## src/rtl/counter_sched_pkg.sv

```systemverilog
// Shared types and constants for the counter_sched round-robin step scheduler.
package counter_sched_pkg;

    typedef enum logic [1:0] {
        IDLE   = 2'd0,
        ACTIVE = 2'd1,
        CLEAR  = 2'd2
    } state_e;

    localparam logic DIR_INC = 1'b1;
    localparam logic DIR_DEC = 1'b0;

endpackage

```

## src/rtl/counter_sched_rr_arb.sv

```systemverilog
// Combinational round-robin arbiter: first eligible requester at or after ptr wins.
module rr_arb #(
    parameter int N = 4,
    localparam int PW = (N > 1) ? $clog2(N) : 1
) (
    input  logic [N-1:0]  eligible,
    input  logic [PW-1:0] ptr,
    output logic [N-1:0]  grant,
    output logic [PW-1:0] ptr_nxt
);

    int            idx;
    logic [PW-1:0] sel;
    logic          found;

    always_comb begin
        grant   = '0;
        ptr_nxt = ptr;
        found   = 1'b0;
        idx     = 0;
        sel     = '0;
        for (int off = 0; off < N; off++) begin
            idx = int'(ptr) + off;
            if (idx >= N) idx = idx - N;
            sel = PW'(idx);
            if (!found && eligible[sel]) begin
                found      = 1'b1;
                grant[sel] = 1'b1;
                ptr_nxt    = (idx == N - 1) ? '0 : PW'(idx + 1);
            end
        end
    end

endmodule

```

## src/rtl/counter_sched.sv

```systemverilog
// Round-robin scheduler sharing one saturating up/down counter among NUM_REQ requesters.
// Optional watermark interrupt (hi_wm, lo_wm, wm_irq) enabled by COUNTER_SCHED_WATERMARK_EN.
module counter_sched
    import counter_sched_pkg::*;
#(
    parameter int WIDTH   = 8,
    parameter int NUM_REQ = 4,
    parameter int MAX_VAL = 2**WIDTH - 1
) (
    input  logic               clk,
    input  logic               rst,
`ifdef COUNTER_SCHED_WATERMARK_EN
    input  logic [WIDTH-1:0]   hi_wm,
    input  logic [WIDTH-1:0]   lo_wm,
    output logic               wm_irq,
`endif
    input  logic [NUM_REQ-1:0] req_valid,
    input  logic [NUM_REQ-1:0] req_dir,
    output logic [NUM_REQ-1:0] req_ready,
    input  logic               clr,
    output logic [WIDTH-1:0]   count,
    output logic               busy,
    output logic               at_max,
    output logic               at_zero
);

    localparam int PW = (NUM_REQ > 1) ? $clog2(NUM_REQ) : 1;
    localparam logic [WIDTH-1:0] MAX_C = WIDTH'(MAX_VAL);

    state_e             state_q, state_d;
    logic [PW-1:0]      ptr_q, ptr_d, ptr_arb;
    logic [WIDTH-1:0]   count_q, count_d;
    logic               at_max_q, at_max_d;
    logic               at_zero_q, at_zero_d;
    logic [NUM_REQ-1:0] eligible, grant;
    logic               inc_ok, dec_ok;

    // Saturation is enforced purely by masking illegal steps out of arbitration.
    always_comb begin
        inc_ok = count_q < MAX_C;
        dec_ok = count_q != '0;
        for (int i = 0; i < NUM_REQ; i++) begin
            eligible[i] = req_valid[i] & ((req_dir[i] == DIR_DEC) ? dec_ok : inc_ok);
        end
    end

    rr_arb #(.N(NUM_REQ)) u_arb (
        .eligible (eligible),
        .ptr      (ptr_q),
        .grant    (grant),
        .ptr_nxt  (ptr_arb)
    );

    always_comb begin
        state_d   = state_q;
        ptr_d     = ptr_q;
        count_d   = count_q;
        req_ready = '0;
        case (state_q)
            CLEAR: begin
                count_d = '0;
                state_d = clr ? CLEAR : IDLE;
            end
            default: begin
                if (clr) begin
                    state_d = CLEAR;
                end else if (|eligible) begin
                    state_d   = ACTIVE;
                    req_ready = grant;
                    ptr_d     = ptr_arb;
                    count_d   = ((grant & req_dir) != '0) ? count_q + WIDTH'(1)
                                                          : count_q - WIDTH'(1);
                end else begin
                    state_d = IDLE;
                end
            end
        endcase
        if (rst) req_ready = '0;
        at_max_d  = count_d == MAX_C;
        at_zero_d = count_d == '0;
    end

    always_ff @(posedge clk or posedge rst) begin
        if (rst) begin
            state_q   <= IDLE;
            ptr_q     <= '0;
            count_q   <= '0;
            at_max_q  <= 1'b0;
            at_zero_q <= 1'b1;
        end else begin
            state_q   <= state_d;
            ptr_q     <= ptr_d;
            count_q   <= count_d;
            at_max_q  <= at_max_d;
            at_zero_q <= at_zero_d;
        end
    end

`ifdef COUNTER_SCHED_WATERMARK_EN
    logic wm_irq_q, wm_irq_d;

    // A clear forces count to zero but must not look like a downward crossing.
    always_comb begin
        wm_irq_d = (state_q != CLEAR) &&
                   (((count_d >= hi_wm) && (count_q < hi_wm)) ||
                    ((count_d <= lo_wm) && (count_q > lo_wm)));
    end

    always_ff @(posedge clk or posedge rst) begin
        if (rst) wm_irq_q <= 1'b0;
        else     wm_irq_q <= wm_irq_d;
    end

    assign wm_irq = wm_irq_q;
`endif

    assign count   = count_q;
    assign at_max  = at_max_q;
    assign at_zero = at_zero_q;
    assign busy    = state_q == CLEAR;

endmodule

```

## config.mk

```make
export PLATFORM = sky130hd
export DESIGN_NAME = counter_sched
export DESIGN_NICKNAME = d
export VERILOG_FILES = /design/src/rtl/counter_sched_pkg.sv /design/src/rtl/counter_sched_rr_arb.sv /design/src/rtl/counter_sched.sv
export SDC_FILE = /design/constraint.sdc
export NUM_CORES = 1
export LEC_CHECK = 0
export ABC_AREA = 1
export ABC_CLOCK_PERIOD_IN_PS = 10750
export CORE_ASPECT_RATIO = 0.7
export CORE_MARGIN = 2
export CORE_UTILIZATION = 57
export DETAILED_ROUTE_END_ITERATION = 7
export PLACE_DENSITY_LB_ADDON = 0.2
export SYNTH_ARGS = -nofsm -noshare
export SYNTH_HDL_FRONTEND = slang
export SYNTH_SLANG_ARGS = --single-unit
```

## constraint.sdc

```tcl
create_clock -name clk -period 10.75 [get_ports clk]
set_input_delay 2.15 -clock clk [delete_from_list [all_inputs] [get_ports clk]]
set_output_delay 2.15 -clock clk [all_outputs]
set_load 0.03 [all_outputs]
```

# After elaboration in Yosys (flattened, before gate mapping)
# Cells that the tools add are included.
[op_classes]
add_sub_neg = 13
multipliers = 0
n_div = 0
n_lt_le_gt_ge = 13
n_eq_ne = 6
n_shift = 0
n_mux = 51
bitwise = 10
n_reduce_logical = 16
[ops]
columns = ["operator", "n"]
rows = [
  ["equality test 32 x 3 -> 1 bit, second input constant", 4],
  ["2-to-1 mux 32 bit", 4],
  ["greater-or-equal comparator 32 x 4 -> 1 bit, second input constant", 3],
  ["subtractor 32 x 4 -> 32 bit, second input constant", 3],
  ["2-to-1 mux 4 bit", 8],
  ["2-to-1 mux 8 bit", 4],
  ["2-to-1 mux 2 bit", 11],
  ["2-to-1 mux 1 bit", 16],
  ["less-than comparator 2 x 3 -> 1 bit, second input constant", 4],
  ["OR 4 bit", 3],
  ["adder 2 bit, second input constant", 4],
  ["adder 8 x 1 -> 8 bit, second input constant", 1],
  ["binary-select mux 1 bit (select 2 bit)", 4],
  ["demux 1 bit (select 2 bit)", 4],
  ["equality test 8 bit, second input constant", 1],
  ["greater-or-equal comparator 2 x 1 -> 1 bit, second input constant", 4],
  ["logical NOT 8 bit", 1],
  ["less-than comparator 8 bit, second input constant", 1],
  ["nonzero test 4 bit", 2],
  ["nonzero test 8 bit", 1],
  ["subtractor 8 x 1 -> 8 bit, second input constant", 1],
  ["logical AND 1 bit", 7],
  ["adder 2 x 2 -> 3 bit, second input constant", 2],
  ["bitwise AND 1 bit", 4],
  ["9 further kinds", 12],
]
[totals]
regBits = 14
latchBits = 0
ramBits = 0
mem_bits_ro = 0
in_bits = 11
output_inout_bits = 15
wordCells = 114
mem_count = 0

# Depth between registers and ports, before layout
[logic_depth]
depth_word = 22
ltp_mapped = 32
ltp_nobuf = 32

# Modules after synthesis
# A second synthesis with hierarchy kept.
[hier_totals]
cells_unflattened = 282
area_unflattened_um2 = 1774.2
[by_module_without_submodules]
columns = ["mod", "instances", "cells_each", "area_each_um2", "seq_area_each_um2"]
rows = [
  ["counter_sched", 1, 193, 1219.9, 351.6],
  ["rr_arb", 1, 89, 554.3, 0.0],
]

# Worst setup path after synthesis
# Ideal clock, no wire load.
[synth_path]
path_kind = "in2out"
from = "input port req_dir[1]"
to = "output port req_ready[0]"
t_arrival_ns = 3.557
path_slack_ns = 5.043
path_stages = 9
n_path_buf = 0
cell_sequence = "nand3_1 -> nand3_1 -> nand2_1 -> nor2_2 -> nor2_2 -> inv_1 -> nor2_1 -> nand2_1 -> a21oi_1"
[synth_between]
elab_chain_cells = 18
[synth_rtl]
columns = ["item", "line", "text"]
rows = [
  ["start, declared", "counter_sched.sv:18", "input logic [NUM_REQ-1:0] req_dir,"],
  ["2-to-1 mux 1 bit *", "counter_sched.sv:43", "eligible[i] = req_valid[i] & ((req_dir[i] == DIR_DEC) ? dec_ok : inc_ok);"],
  ["bitwise AND 1 bit *", "counter_sched.sv:43", ""],
  ["binary-select mux 1 bit (select 2 bit)", "counter_sched_rr_arb.sv:26", "if (!found && eligible[sel]) begin"],
  ["2-to-1 mux 1 bit (implied by the code)", "counter_sched_rr_arb.sv:26", ""],
  ["2-to-1 mux 1 bit", "counter_sched_rr_arb.sv:26", ""],
  ["logical NOT 1 bit", "counter_sched_rr_arb.sv:26", ""],
  ["logical AND 1 bit", "counter_sched_rr_arb.sv:26", ""],
  ["2-to-1 mux 1 bit", "counter_sched_rr_arb.sv:26", ""],
  ["[... 2 more ...]", "--", ""],
  ["2-to-1 mux 1 bit", "counter_sched_rr_arb.sv:26", ""],
  ["logical NOT 1 bit", "counter_sched_rr_arb.sv:26", ""],
  ["logical AND 1 bit", "counter_sched_rr_arb.sv:26", ""],
  ["2-to-1 mux 4 bit", "counter_sched_rr_arb.sv:26", ""],
  ["2-to-1 mux 4 bit *", "counter_sched.sv:67", "end else if (|eligible) begin"],
  ["2-to-1 mux 4 bit *", "counter_sched.sv:65", "if (clr) begin"],
  ["2-to-1 mux 4 bit *", "counter_sched.sv:59", "case (state_q)"],
  ["2-to-1 mux 4 bit *", "counter_sched.sv:78", "if (rst) req_ready = '0;"],
  ["end, declared", "counter_sched.sv:19", "output logic [NUM_REQ-1:0] req_ready,"],
]
# Mark *: on every way between the ends. The rest lies on a longest branch, timed or not. The select of a mux whose other input is x is not followed.

# Final worst setup path
[layout_path]
from = "input port req_dir[1]"
to = "output port req_ready[1]"
# Same word-level chain as after synthesis.

==> impl.org <==
** Synth
- Synthesis handed over a netlist of 232 instances.
- Post-synthesis async set-or-reset flop share :: 100%
- In the synthesized netlist the dominant register cell turns out to be sky130_fd_sc_hd__dfrtp_1.
- Synthesis produced a netlist with a net count of 257.
- Yosys cell types :: 31
- Flops & latches, synth :: 14
- The synthesized design contains 0 enable-type register cells.
- Mapped Avg Cell Area :: 6.57 um2
- Mapped Area :: 1530 um2
- Warnings from Yosys :: 0
- Fraction of the yosys area taken by sequential cells :: 23.1%

** STA
- Maximum operating frequency :: 142 MHz
- Dividing the final minimum period by the clock period gives 65.7%.
- The worst path needs 7.06 ns of the cycle, external delays included.
- Setup violations remaining at the end of the flow were counted as 0.
- Setup slack closes at 3.69 ns.
- In this run the tightest slew margin relative to its limit is 62.8%.
- For the final routed database, the setup TNS stands at 0 ns.
- The number of max-slew violations in the final report is 0.
- Setup repair after global routing missed its margin :: no
- Worst-margin pin slew :: 0.557 ns
- The number of failing hold endpoints at the final stage came to 0.
- Largest clock skew in the final design :: 0.00292 ns

** Min path
- The worst hold path terminates at count[3]$_DFF_PP0_.
- The worst hold path belongs to the class register to register.
- Along the worst hold path, the cell count comes to 2.
- Worst hold path startpoint :: count[3]$_DFF_PP0_

** Setup path
- At the worst endpoint, the arrival time is 4.91 ns.
- Maximum fanout along the worst path :: 16
- The critical path is of the input port to primary output type.
- In this run the critical register-to-register path is captured at at_max$_DFF_PP0_.
- CP startpoint kind :: input port
- STA puts the critical path data required time at 8.60 ns.
- The worst register-to-register path has a setup slack of 6.06 ns.
- STA classifies the critical path endpoint as a primary output.
- The worst register-to-register path begins at ptr_q[0]$_DFFE_PP0P_.
- Worst reg2reg path depth :: 25

** Clocking
- Total of cells resized after clock tree synthesis :: 0
- CTS placed an instance of sky130_fd_sc_hd__clkbuf_8 at the clock tree root.
- Clock network latency to the later pin of the worst-skew pair :: 0.25 ns
- In this run the number of H-tree levels came out at 1.
- Clock-pin slew was measured on the worst setup and hold paths at 0.06 ns.
- Number of buffers inserted to repair setup after CTS :: 0
- Num CTS Buffers :: 3
- CTS saw 14 sinks.
- TritonCTS built the clock tree.
- Maximum buffer depth of the clock tree :: 2
- Number of hold buffers added after CTS :: 0

** GRT
- Number of antenna violations at the first check in global routing :: 0
- The first global-routing pass estimated 6390 um of wire.
- Largest net degree at the start of global routing :: 17
- Number of global-route vias before repair :: 1360
- Total congestion overflow after global routing :: 0
- Global-route usage over all layers :: 28.1%

** Drt
- The detailed router finished its first iteration with 201 violations.
- After detailed routing, the average wire length per cell comes to 13.8 um.
- Summed over all layers, the routed wires come to 4050 um.
- Summing over every cut layer, the via total after detailed routing is 1647.
- For this run, design rule violations remaining after detail routing come to 0.
- In this run the remaining antenna-violating nets after routing total 0.
- Detailed-routing iteration count for the pre-antenna-repair pass :: 7
- In the routed layout, each cell is associated on average with a via count of 5.62.

** Layout
- Ant diodes :: 0
- Relative to the synthesized area, the layout overhead comes to 21.7%.
- Multi-input gate area :: 1050 um2
- Number of fillers in the final layout :: 201
- Summing all flip-flop and latch instances after layout gives 352 um2.
- Core utilization of the finished layout :: 74.4%
- Ratio of cells with drive above 1 in the final layout :: 8.49%
- Nets@finish :: 285
- The library cell used most frequently in the layout, excluding fill and tap cells, is sky130_fd_sc_hd__nand2_1.
- Leading cell types in the layout, fill and taps excluded :: sky130_fd_sc_hd__nand2_1 (50), sky130_fd_sc_hd__nor2_1 (41), sky130_fd_sc_hd__inv_1 (29)

** Outcome
- Run status :: finished, final reports clean

** Floorplanning
- The die covers 3110 um2.
- Site Rows :: 15
- Die Span Y :: 47.3 um
- Ports placed on the boundary :: 26
- The floorplan step set the die width to 65.8 um.
- For this configuration, the core starts out at a cell density of 61.1%.
- In this run the standard cell core region covers 2500 um2.

** Place
- Port buffering added 25 buffers.
- Final RePlAce weighted congestion :: 0.926
- Post-detailed-placement half-perimeter wirelength :: 3140 um
- Timing analysis after detailed placement gives a worst setup slack of 3.76 ns.

** Job
- # Max-Cap Violations :: 0
==> final cells by class <==
class | count | area share [%]
Sequential cell | 14 | 18.9
Tap cell | 34 | 2.29
Timing Repair Buffer | 25 | 13.5
Inverter | 29 | 5.86
Clock buffer | 4 | 2.96
Multi-Input combinational cell | 187 | 56.5
==> stage by stage <==
step,area (um2),hold WS [ns],instances
after floorplan,1530,0.621,232
after global placement,1800,0.650,289
after detailed placement,1800,0.654,289
after CTS,1860,0.661,293
after global routing,1860,0.713,293
final,1860,0.671,293
==> worst max-delay path, stage by stage <==
cell and delay (ns):
sky130_fd_sc_hd__clkdlybuf4s50_1 0.52, sky130_fd_sc_hd__inv_1 0.05, sky130_fd_sc_hd__nand2_1 0.11, sky130_fd_sc_hd__nand3_1 0.08, sky130_fd_sc_hd__nand2_1 0.09, sky130_fd_sc_hd__nor2_2 0.04, sky130_fd_sc_hd__nor2_2 0.41, sky130_fd_sc_hd__inv_1 0.12
sky130_fd_sc_hd__nor2_1 0.28, sky130_fd_sc_hd__nand2_1 0.18, sky130_fd_sc_hd__a21oi_1 0.19, sky130_fd_sc_hd__clkdlybuf4s50_1 0.69
==> sequential cells by signal, summed over array words and instances (netlist names) <==
register,flops
at_zero,1
at_max,1
count,8
ptr_q,2
state_q,2
==> worst max-delay path by stage <==
stage | startpoint | end | slack, ns | cells past startpoint
after floorplan | req_dir[1] | req_ready[0] | 5.04 | 9
after global placement | req_dir[0] | req_ready[1] | 3.83 | 12
after detailed placement | req_dir[1] | req_ready[1] | 3.76 | 12
after CTS | req_dir[1] | req_ready[1] | 3.73 | 12
after global routing | req_dir[1] | req_ready[1] | 3.52 | 12
final | req_dir[1] | req_ready[1] | 3.69 | 12
==> cells in the mapped netlist, types with 4 or more instances <==
cell type | count | area (um2)
sky130_fd_sc_hd__nor2_2 | 4 | 25.0
sky130_fd_sc_hd__a21oi_1 | 5 | 25.0
sky130_fd_sc_hd__nand2_1 | 50 | 188
sky130_fd_sc_hd__nand2_2 | 5 | 31.3
sky130_fd_sc_hd__nand4_1 | 9 | 56.3
sky130_fd_sc_hd__nand3_1 | 25 | 125
sky130_fd_sc_hd__nand3_2 | 4 | 40.0
sky130_fd_sc_hd__o21ai_0 | 5 | 25.0
sky130_fd_sc_hd__ha_1 | 13 | 163
sky130_fd_sc_hd__inv_1 | 29 | 109
sky130_fd_sc_hd__dfrtp_1 | 13 | 325
sky130_fd_sc_hd__nor2_1 | 41 | 154
==> per-layer routing <==
metal,global-route usage [%],wire length [um],vias to the layer above
li1,-,-,821
met1,45.1,2030,741
met2,38.4,1590,83
met3,3.84,412,2
met4,8.75,16,0
met5,0,0,-
==> kinds of logic after synthesis <==
kind of cell / after synthesis / share of synthesized area [%]
simple gates: 148 / 45.9
fa+ha+maj: 14 / 12.0
buf+inv: 31 / 8.20
flops: 14 / 23.1
compound gates: 21 / 8.61
xor+xnor: 4 / 2.30
Power is not shown: default switching activity piles up to over one toggle a cycle in this logic, so the estimate is an artifact.
